$ cat config.mk
export PLATFORM = sky130hd
export DESIGN_NAME = req_encoder32_5_flat
export DESIGN_NICKNAME = d
export VERILOG_FILES = /design/src/rtl/req_encoder32_5_if.sv /design/src/rtl/req_encoder32_5.sv /design/src/flat_wrapper.sv
export SDC_FILE = /design/constraint.sdc
export NUM_CORES = 1
export LEC_CHECK = 0
export CAP_MARGIN = 10
export CELL_PAD_IN_SITES_DETAIL_PLACEMENT = 1
export CELL_PAD_IN_SITES_GLOBAL_PLACEMENT = 2
export CORE_ASPECT_RATIO = 1.4
export CORE_UTILIZATION = 38
export DETAILED_ROUTE_END_ITERATION = 8
export HOLD_SLACK_MARGIN = 0.03
export PLACE_DENSITY = 0.83
export SLEW_MARGIN = 15
export SYNTH_ARGS = -nofsm -noshare
export SYNTH_HDL_FRONTEND = slang
export SYNTH_SLANG_ARGS = --single-unit
$ cat constraint.sdc
create_clock -name clk -period 7.5 [get_ports clk]
set_input_delay 0.75 -clock clk [delete_from_list [all_inputs] [get_ports clk]]
set_output_delay 0.75 -clock clk [all_outputs]
set_load 0.1 [all_outputs]
$ cat src/rtl/req_encoder32_5_if.sv
// Request/offer bundle for the pending-request encoder.
// The encoder takes the slave side; whoever drives requests and consumes indices takes the master side.
interface req_encoder32_5_if #(
  parameter int N = 32,
  parameter int W = 5
);
  logic [N-1:0] req;
  logic [N-1:0] clr;
  logic         out_ready;
  logic         out_valid;
  logic [W-1:0] out_idx;
  logic [N-1:0] pending;
  logic [W:0]   count;

  modport master (
    output req, clr, out_ready,
    input  out_valid, out_idx, pending, count
  );

  modport slave (
    input  req, clr, out_ready,
    output out_valid, out_idx, pending, count
  );
endinterface

$ cat src/rtl/req_encoder32_5.sv
// Pending-request encoder: sticky 32-bit request set serialised as 5-bit indices over valid/ready,
// with fixed lowest-first or round-robin priority.
module req_encoder32_5 #(
  parameter int N  = 32,
  parameter int W  = 5,
  parameter int RR = 1
) (
  input  logic             clk,
  input  logic             reset,
  req_encoder32_5_if.slave bus
);

  typedef enum logic {IDLE, OFFER} state_t;

  state_t       state, state_nxt;
  logic [W-1:0] ptr, ptr_nxt;
  logic [W-1:0] idx, idx_nxt;
  logic [N-1:0] pend, pend_nxt;
  logic [W:0]   cnt;
  logic         pop;
  logic [N-1:0] popmask;
  logic [N-1:0] rem;
  logic [N-1:0] avail;

  // First set bit at or above p, wrapping; lower offsets overwrite later ones so the nearest wins.
  function automatic logic [W-1:0] pick(input logic [N-1:0] s, input logic [W-1:0] p);
    logic [W-1:0] r;
    r = p;
    for (int k = N - 1; k >= 0; k--) begin
      if (s[p + W'(k)]) r = p + W'(k);
    end
    return r;
  endfunction

  function automatic logic [W:0] popcnt(input logic [N-1:0] s);
    logic [W:0] c;
    c = '0;
    for (int i = 0; i < N; i++) c = c + (W+1)'(s[i]);
    return c;
  endfunction

  always_ff @(posedge clk) begin
    if (reset) begin
      state <= IDLE;
      ptr   <= '0;
      idx   <= '0;
      pend  <= '0;
      cnt   <= '0;
    end else begin
      state <= state_nxt;
      ptr   <= ptr_nxt;
      idx   <= idx_nxt;
      pend  <= pend_nxt;
      cnt   <= popcnt(pend_nxt);
    end
  end

  // A re-request of the popped bit survives because req is ORed in after the removals.
  always_comb begin
    pop       = (state == OFFER) && bus.out_ready;
    popmask   = pop ? (N'(1) << idx) : '0;
    rem       = pend & ~popmask & ~bus.clr;
    avail     = pend & ~bus.clr;
    pend_nxt  = rem | bus.req;
    ptr_nxt   = ptr;
    state_nxt = state;
    idx_nxt   = idx;
    if ((RR != 0) && pop) ptr_nxt = idx + W'(1);
    case (state)
      IDLE: begin
        if (avail != '0) begin
          state_nxt = OFFER;
          idx_nxt   = pick(avail, ptr);
        end
      end
      OFFER: begin
        if (pop) begin
          if (rem != '0) idx_nxt = pick(rem, ptr_nxt);
          else           state_nxt = IDLE;
        end else if (bus.clr[idx]) begin
          state_nxt = IDLE;
        end
      end
    endcase
  end

  always_comb begin
    bus.out_valid = (state == OFFER);
    bus.out_idx   = idx;
    bus.pending   = pend;
    bus.count     = cnt;
  end

endmodule

$ cat src/flat_wrapper.sv
// flat-port wrapper written by rule: the top's interface ports become plain ports
module req_encoder32_5_flat 
#(
  parameter int N  = 32,
  parameter int W  = 5,
  parameter int RR = 1
)
  (clk, reset, bus_req, bus_clr, bus_out_ready, bus_out_valid, bus_out_idx, bus_pending, bus_count);
  req_encoder32_5_if #(.N(N), .W(W)) bus_i ();
  input  logic clk;
  input  logic reset;
  input wire logic [$bits(bus_i.req)-1:0] bus_req;
  input wire logic [$bits(bus_i.clr)-1:0] bus_clr;
  input wire logic [$bits(bus_i.out_ready)-1:0] bus_out_ready;
  output wire logic [$bits(bus_i.out_valid)-1:0] bus_out_valid;
  output wire logic [$bits(bus_i.out_idx)-1:0] bus_out_idx;
  output wire logic [$bits(bus_i.pending)-1:0] bus_pending;
  output wire logic [$bits(bus_i.count)-1:0] bus_count;
  assign bus_i.req = bus_req;
  assign bus_i.clr = bus_clr;
  assign bus_i.out_ready = bus_out_ready;
  assign bus_out_valid = bus_i.out_valid;
  assign bus_out_idx = bus_i.out_idx;
  assign bus_pending = bus_i.pending;
  assign bus_count = bus_i.count;
  req_encoder32_5 #(.N(N), .W(W), .RR(RR)) u_core (.clk(clk), .reset(reset), .bus(bus_i));
endmodule
==> summary.txt <==
Outcome
  – Status: finished, final reports clean

Clock network
  – Clk buf depth: 2
  – Post-CTS Setup Bufs: 0
  – CTS root buf: clkbuf_16
  – CTS H-tree lvls: 2
  – Worst skew pair latency: between 300 and 400 ps
  – CTS clk-pin slew, worst paths: about 80 ps
  – CTS Sinks: just under 50
  – Hold-fix buffers, CTS: 0
  – Num CTS Buffers: 5
  – CTS tree: built
  – Post_cts resized: 0

Global routing
  – Initial antenna violation count: 4
  – Grt met2 use: 65.3%
  – Largest net degree at the start of global routing: 50
  – Met1 Use GR: between 40% and 50%
  – Busiest grt layer: met2
  – GRT Residual Overflow: 0
  – Vias in the first global route: approximately 18000
  – M3 GR Usage: roughly 10%
  – First-pass GRT wire length: 120000 um
  – Total GRT Usage: between 40% and 50%

Placement
  – Placed wire-length estimate: between 60000 and 70000 um
  – Routability cong.: a little over 1
  – DP Worst Slack: ~480 ps
  – Number of port buffers: 110

Setup path
  – Worst Setup Start Kind: input pin
  – CP peak stage delay: roughly 600 ps
  – CP dominant cell by count: fa_1
  – CP max stage cell: fa_1
  – Crit path capture type: register
  – Worst path required time: 7690 ps
  – Flop2flop setup slack: 1020 ps
  – CP arrival: about 6900 ps
  – Worst-path fanout max: 7
  – WS Path Type: in2reg
  – Cell Chain, Critical Path: clkdlybuf4s50_1 -> nand2b_1 -> a21oi_1 -> or2_2 -> ha_1 -> fa_1 -> fa_1 -> fa_1 -> fa_1 -> fa_1 -> fa_1 -> inv_1 -> fa_1 -> inv_1 -> fa_1 -> a21o_1 -> a21oi_1 -> xor2_1 -> nor2_1

Pwr
  – Sequential fraction of design power: roughly 5.5%
  – Sw frac: between 50% and 60%
  – PwrDens: 386 nW/um2
  – Leakage: 6.60 nW
  – VDD IR max: ~0.0007 V
  – Psw: 3.99 mW
  – Pint: 2.71 mW
  – Logic pwr share: between 90 and 100%
  – Clock Power Share: under 10%

Synthesis
  – Syn_area_per_cell: 8.16 um2
  – Syn nets: between 2000 and 2500
  – Gate count after technology mapping: roughly 1900
  – Synth top area cells: mux4_2, mux2i_1, dfxtp_1
  – Post-Syn Area: 15400 um2
  – Synth unique cells: about 100
  – Top-area cell type share of the netlist area: 19.1%
  – Flops & latches, synth: 49
  – Top cells by count, synth: nor2_1, mux2i_1, nand2_1
  – Most frequent cell after synthesis: nor2_1
  – Top_reg_cell synth: dfxtp_1
  – Yosys warnings: 0
  – Asr flop ratio synth: 0%
  – Yosys top cell by area: mux4_2
  – Sequential element share of the synthesized area: between 6 and 7%
  – Number of synthesized flops with an enable pin: 0

Die
  – Die extent in x: 172 um
  – # rows: 86
  – Core Footprint: 39600 um2
  – Die Ht: roughly 240 um
  – IO Count: ~110
  – Initial Util: between 30% and 40%
  – Area of the die: 41300 um2

Final layout
  – FF+latch area: 986 um2
  – # fillers: 4900
  – Multi-input logic area: about 14000 um2
  – Nets: 2085
  – Area Growth Syn to Fin: 12.9%
  – Fraction of layout cells with a size suffix above 1: about 17%

Job
  – Max_cap viols: 0

STA
  – Fin worst setup slack: approximately 750 ps
  – RSZ-0062 raised after global routing: no
  – FMAX: about 150 MHz
  – Clock skew: roughly 13 ps
  – Relative slew slack: 18.4%
  – Max-slew violations: 0
  – Period utilization: between 80% and 90%
  – Final setup viols: 0
  – Hold Vio Cnt, Final: 0
  – Slew at the pin with the worst max-slew slack: between 1000 and 1500 ps
  – Setup tns final: 0 ps
  – Tmin final: between 6000 and 7000 ps

Detailed routing
  – Final WL: 81500 um
  – DR vias/cell: around 7.0
  – WL per Instance: 32.8 um
  – DRT Pass-1 Iters: 5
  – Initial DRC Count: around 1600
  – DR vias: 17500
  – Antenna Nets Post-Route: 0
  – # DRC: 0

Worst hold path
  – Hold Path Class: reg2reg
-- critical path, delay by kind of cell --
| kind | cells | cell delay, ps |
|---|---|---|
| adder cells (fa/ha/maj) | 9 | 4010 |
| XOR/XNOR | 1 | 150 |
| buffers and inverters | 3 | 680 |
| AO/OA/AOI/OAI | 3 | 490 |
| AND/OR/NAND/NOR | 3 | 850 |
-- cell usage in the layout (no fill, tap or decap), drive strengths merged, types with 12 or more instances in the layout --
cell type	instances
a22oi	12
mux4	130
a21oi	136
dfxtp	49
a211oi	30
a221oi	18
nor2b	69
clkdlybuf4s50	109
fa	24
nor3	51
mux2i	161
a31oi	27
nor4	16
o221ai	12
inv	63
buf	78
nor2	170
xnor2	61
ha	38
nand2	156
o22ai	25
or2	24
o21ai	91
o211ai	31
nand2b	51
nand3	43
mux2	44
-- path summary, 6_finish.rpt --
| kind | startpoint | to | cells past startpoint |
|---|---|---|---|
| setup / recovery | bus_clr[0] | u_core.bus.count[4]$_SDFF_PP0_ | 19 |
| hold / removal | u_core.bus.out_idx[1]$_SDFFE_PP0P_ | u_core.bus.out_idx[1]$_SDFFE_PP0P_ | 3 |
| setup reg to reg | u_core.bus.out_idx[2]$_SDFFE_PP0P_ | u_core.bus.count[4]$_SDFF_PP0_ | 18 |
| hold reg to reg | u_core.bus.out_idx[1]$_SDFFE_PP0P_ | u_core.bus.out_idx[1]$_SDFFE_PP0P_ | 3 |
-- kinds of logic (layout without fill, tap and decap cells) --
kind of cell    after synthesis  count (layout)  synth area share, %
simple gates                646             646                 21.0
compound gates              538             538                 24.0
mux                         335             335                 32.9
buf+inv                     187             260                 5.19
xor+xnor                     67              67                 4.23
fa+ha+maj                    62              62                 6.22
flops                        49              49                 6.38
other cells                   0               3                    0
-- stage by stage --
step	utilization [%]	total power, mW	instances	area (um2)	hold WS (ps)
after floorplan	-	4.52	1884	15400	889
after global placement	43.3	6.14	2476	17200	730
after detailed placement	43.3	6.26	2476	17200	751
after CTS	43.7	6.55	2484	17300	763
after global routing	43.8	7.09	2485	17300	784
final	43.8	6.70	2488	17400	744
-- final cells by class --
cell class | count | area share (%)
Antenna cell | 3 | 0.0433
Clock buffer | 5 | 0.721
Clock inverter | 3 | 0.166
Inverter | 65 | 1.42
Multi-Input combinational cell | 1648 | 78.5
Sequential cell | 49 | 5.68
Tap cell | 528 | 3.81
Timing Repair Buffer | 187 | 9.65
-- flip-flops by register name, summed over array words and instances (netlist names) --
| name | count |
|---|---|
| u_core.bus.count | 6 |
| u_core.bus.out_valid | 1 |
| u_core.bus.out_idx | 5 |
| u_core.ptr | 5 |
| u_core.bus.pending | 32 |
-- power groups by stage --
stage	registers [mW]	clock network, mW	logic (mW)
2_1_floorplan	0.595	0	3.93
3_3_place_gp	0.374	0	5.77
3_5_place_dp	0.375	0	5.89
4_1_cts	0.368	0.260	5.92
5_1_grt	0.374	0.269	6.45
6_report	0.371	0.260	6.07
-- metal layers --
layer / part of all wire, % / wire length [um]
met2: 47 / 38300
met4: 9.2 / 7500
met3: 7.8 / 6370
met1: 36 / 29400
met5: 0.028 / 23
Power figures use the tool's default switching activity.
